$ cat src/rtl/or_16_pkg.sv
// Shared constants and NAND helper for the 16-bit gate library.
package or_16_pkg;

  localparam int WORD_W = 16;

  function automatic logic nand2(input logic x, input logic y);
    return ~(x & y);
  endfunction

endpackage

$ cat src/rtl/or_16_or.sv
// 1-bit 2-input OR built from NAND stages: or = nand(nand(a,a), nand(b,b)).
// Purely combinational, no state, no flow control.
module or_16_or
  import or_16_pkg::*;
(
  input  logic a,
  input  logic b,
  output logic y
);

  logic na;
  logic nb;

  assign na = nand2(a, a);
  assign nb = nand2(b, b);
  assign y  = nand2(na, nb);

endmodule

$ cat src/rtl/or_16.sv
// Bitwise 16-bit OR: out is combinational (0 cycles); out_q/out_valid register one beat later.
// No back-pressure: every in_valid beat is captured, out_valid is a one-cycle strobe.
module or_16
  import or_16_pkg::*;
#(
  parameter int WIDTH = WORD_W
) (
  input  logic             clk,
  input  logic             rst,
  input  logic [WIDTH-1:0] a,
  input  logic [WIDTH-1:0] b,
  input  logic             in_valid,
  output logic [WIDTH-1:0] out,
  output logic [WIDTH-1:0] out_q,
  output logic             out_valid
);

  for (genvar i = 0; i < WIDTH; i++) begin : g_bit
    or_16_or u_or (
      .a (a[i]),
      .b (b[i]),
      .y (out[i])
    );
  end

  // out_q holds its last capture when no beat arrives; only the strobe drops.
  always_ff @(posedge clk or posedge rst) begin
    if (rst) begin
      out_q     <= '0;
      out_valid <= 1'b0;
    end else begin
      out_valid <= in_valid;
      if (in_valid) begin
        out_q <= out;
      end
    end
  end

endmodule

$ cat config.mk
export PLATFORM = sky130hd
export DESIGN_NAME = or_16
export DESIGN_NICKNAME = d
export VERILOG_FILES = /design/src/rtl/or_16_pkg.sv /design/src/rtl/or_16_or.sv /design/src/rtl/or_16.sv
export SDC_FILE = /design/constraint.sdc
export NUM_CORES = 1
export LEC_CHECK = 0
export CAP_MARGIN = 15
export CORE_ASPECT_RATIO = 0.6
export CORE_MARGIN = 2
export CORE_UTILIZATION = 36
export DETAILED_ROUTE_END_ITERATION = 16
export GPL_TIMING_DRIVEN = 0
export PLACE_DENSITY = 0.85
export SLEW_MARGIN = 20
export SYNTH_ARGS = -nofsm -noshare
export SYNTH_HDL_FRONTEND = slang
export SYNTH_SLANG_ARGS = --single-unit
$ cat constraint.sdc
create_clock -name clk -period 1.55 [get_ports clk]
set_input_delay 0.31 -clock clk [delete_from_list [all_inputs] [get_ports clk]]
set_output_delay 0.31 -clock clk [all_outputs]
set_load 0.01 [all_outputs]
Word-level counts from Yosys, hierarchy flattened --
Cells that the tools add are included.
Cells by class: bitwise operators 64
Operators with widths (count):
- NOT 1 bit | 48
- bitwise AND 1 bit | 16
Word-level totals: flip-flop bits (word level) 17, logic and storage cells 66, output and inout bits 33

Longest topological paths before layout --
depth after elaboration 3, gate-level depth with buffers 3, gate-level depth less buffers 2

Cells and area by module --
A second synthesis with hierarchy kept.
Second synthesis, totals: cell total of the unflattened synthesis 52, area, all modules 778.2 um^2
Modules (own cells, without submodules):
- or_16 | times used 1, area an instance 678.2 um^2, seq. area each 425.4 um^2, cells an instance 36
- or_16_or | times used 16, area an instance 6.3 um^2, seq. area each 0.0 um^2, cells an instance 1

Least setup slack after synthesis --
Ideal clock, no wire load.
path kind input-to-output, start point in b[0], end point out out[0], required time 1.240 ns, setup slack 0.504 ns, arrival 0.736 ns, cell stages on the path 2, path buffers 1, path through or2_2 buf_4
On the way: word-level cells in the longest chain between the ends 3
RTL lines:
- start: declaration | RTL line or_16.sv:11 | input logic [WIDTH-1:0] b,
- NOT 1 bit | RTL line or_16_pkg.sv:7 | return ~(x & y);
- bitwise AND 1 bit | RTL line or_16_pkg.sv:7
- NOT 1 bit | RTL line or_16_pkg.sv:7
- end: declaration | RTL line or_16.sv:13 | output logic [WIDTH-1:0] out,
Every way passes these cells.

Worst setup path in the final report --
start point in b[3], end point out out[3]
Same word-level chain as after synthesis.

==> impl_metrics.py <==
metrics = {
    "power_and_ir_drop": {
        "switching_share_pct": 23.2,
        "ir_drop_mv": 0.444,
        "leakagePower_uw": 0.000757,
        "p_seq_share_pct": 42.0,
        "internal_power_uw": 924,
        "power.switching_uw": 280,
        "power.share.clock_pct": 26.6,
        "comb_power_share_pct": 31.5,
        "power_density_mw_per_mm2": 731,
    },
    "yosys": {
        "yosys-top-cells-count": "dfrtp_1, buf_4, or2_2",
        "ys_warn_count": 0,
        "yosys-top-cells-area": "dfrtp_1, mux2_4, buf_4",
        "async_flop_share_pct": 100,
        "synth_most_common_cell": "dfrtp_1",
        "netlist_area_sq_um": 898,
        "syn_inst": 68,
        "synth_top_area_cell": "dfrtp_1",
        "synth_seq_cells": 17,
        "avgSynthCellArea_sq_um": 13.2,
        "synth-main-ff-cell": "dfrtp_1",
        "synth_edf_count": 0,
        "syn_nets": 103,
        "synth.yosys.seq_area_share_pct": 47.4,
        "ys_types": 8,
        "synth_top_cell_area_share_pct": 47.4,
    },
    "drt": {
        "vias": 726,
        "drtIter0Drc": 11,
        "post_drt_wl_per_cell_um": 13.6,
        "dr.pass1.iters": 2,
        "antenna_left": 0,
        "viasPerCell": 4.27,
        "drc_errors": 0,
        "drt-total-wl_mm": 2.32,
    },
    "setup_path": {
        "required_ns": 1.24,
        "max_stage_delay_ns": 0.42,
        "critical_path_class": "in -> out",
        "crit_chain": "clkdlybuf4s50_1 -> or2_4 -> buf_4 -> buf_2",
        "end_kind": "output pin",
        "path_buf_inv": 3,
        "reg2reg_from": "out_q[13]$_DFFE_PP0P_",
        "worstSetupStartpointType": "input port",
        "cp_max_fo": 2,
        "crit_slowest_cell": "clkdlybuf4s50_1",
        "cp-startpoint": "b[3]",
        "path_delay_family": "buffers and inverters",
        "arrival_ns": 1.23,
    },
    "sta": {
        "finalMaxSlewViolations": 0,
        "rsz0062_at_grt": "true",
        "min_period_ns": 1.54,
        "fin_setup_tns_ns": 0,
        "worst_pin_slew_ns": 0.618,
        "setup_viol": 0,
        "fmax_mhz": 649,
        "fin_crit_sh_pct": 99.4,
        "final_hold_viol_count": 0,
        "slew_headroom_pct": 58.8,
        "fin_skew_ns": 0,
        "holdWs_ns": 0.424,
    },
    "hold_path": {
        "worstHoldStart": "b[4]",
        "hold_class": "in -> reg",
    },
    "placed_design": {
        "portBuffers": 67,
        "dp.cells": 165,
        "dp_hpwl_mm": 1.87,
        "globalplace.congestion": 0.694,
    },
    "global_route": {
        "grt_max_degree": 18,
        "grt_pass1_vias": 725,
        "grt_usage_pct": 16.6,
        "antenna_found_initial": 0,
        "grt_first_pass_wirelength_mm": 3.42,
        "grt_overflow_total": 0,
    },
    "layout": {
        "nets": 176,
        "area_delta_synth_final_pct": 83.4,
        "final_cells": 170,
        "drive_above_1_share_pct": 50.7,
        "antenna_cells": 0,
    },
    "cts": {
        "ctsHoldBuffers": 0,
        "cts_tree": "built",
        "cts_made_buffers": 3,
        "clock_latency_ns": 0.25,
        "cts_root_buffer": "clkbuf_8",
        "htreeDepth": 1,
        "cts.clk_slew.worst_paths_ns": 0.06,
        "max-clock-path-buffers": 2,
        "clock-sinks": 17,
    },
    "die": {
        "initial_core_util_pct": 39.7,
        "rows": 13,
        "die_area_sq_mm": 0.00292,
        "die_x_um": 68.5,
        "io_pins": 68,
        "core-area_sq_mm": 0.00226,
        "die_h_um": 42.7,
    },
    "flow_run": {
        "max-cap-violations": 0,
    },
    "status": {
        "status": "finished, final reports clean",
    },
}
sequential cells by signal, summed over array words and instances, names as in the netlist:
register and count:
out_q 16, out_valid 1
metal layers:
| layer | share of wire (%) | up-vias | global-route usage (%) |
|---|---|---|---|
| met2 | 57 | 29 | 31.3 |
| met5 | 0 | - | 0 |
| met3 | 6.7 | 2 | 5.04 |
| met4 | 0.65 | 0 | 4.80 |
| met1 | 36 | 348 | 17.2 |
| li1 | - | 347 | - |
path summary, 6_finish.rpt:
check                                        end  cells after the start  slack [ns]
min in group asynchronous  out_q[11]$_DFFE_PP0P_                      2        0.43
max reg2reg                out_q[13]$_DFFE_PP0P_                      1        0.77
max in group asynchronous   out_q[0]$_DFFE_PP0P_                      2        0.72
min reg2reg                out_q[15]$_DFFE_PP0P_                      1        0.51
max                                       out[3]                      4       0.009
min                         out_q[4]$_DFFE_PP0P_                      3        0.42
power groups by stage:
stage	Combinational [uW]	Sequential, uW	Clock [uW]
floorplan	140	530	0
global placement	374	510	0
detailed placement	382	513	0
CTS	379	505	333
global route	404	509	358
finish	379	505	320
layout make-up:
class	instances	area (sq um)
Buffer	18	151
Inverter	1	3.75
Timing Repair Buffer	68	626
Multi-Input combinational cell	32	358
Fill cell	169	613
Clock buffer	3	41.3
Sequential cell	17	425
Tap cell	30	37.5
Clock inverter	1	5.00
cell families after synthesis:
logic type    synth area share, %
buf+inv                      17.3
flops                        47.4
mux                          24.2
simple gates                 11.1
through the flow:
stage / utilization (%) / power (uW) / worst slack [ns] / cell area, sq um
global route: 72.9 / 1270 / -0.0121 / 1650
global placement: 71.1 / 884 / -0.368 / 1610
CTS: 71.3 / 1220 / 0.0117 / 1610
detailed placement: 71.1 / 896 / -0.392 / 1610
finish: 72.9 / 1200 / 0.00908 / 1650
floorplan: - / 670 / 0.504 / 898
layout by cell type (no fill, tap or decap):
master / n
clkinv_2: 1
or2_4: 16
dfrtp_1: 17
buf_4: 18
dlymetal6s2s_1: 5
clkbuf_8: 3
buf_6: 3
buf_2: 13
mux2_2: 6
mux2_4: 10
clkdlybuf4s50_1: 46
inv_1: 1
buf_12: 1
what timing repair did:
item,CTS,global route
setup buffers,0,1
pin swaps,0,5
endpoints found under the setup margin,16,8
resized for setup,80,8
Power figures use the tool's default switching activity.
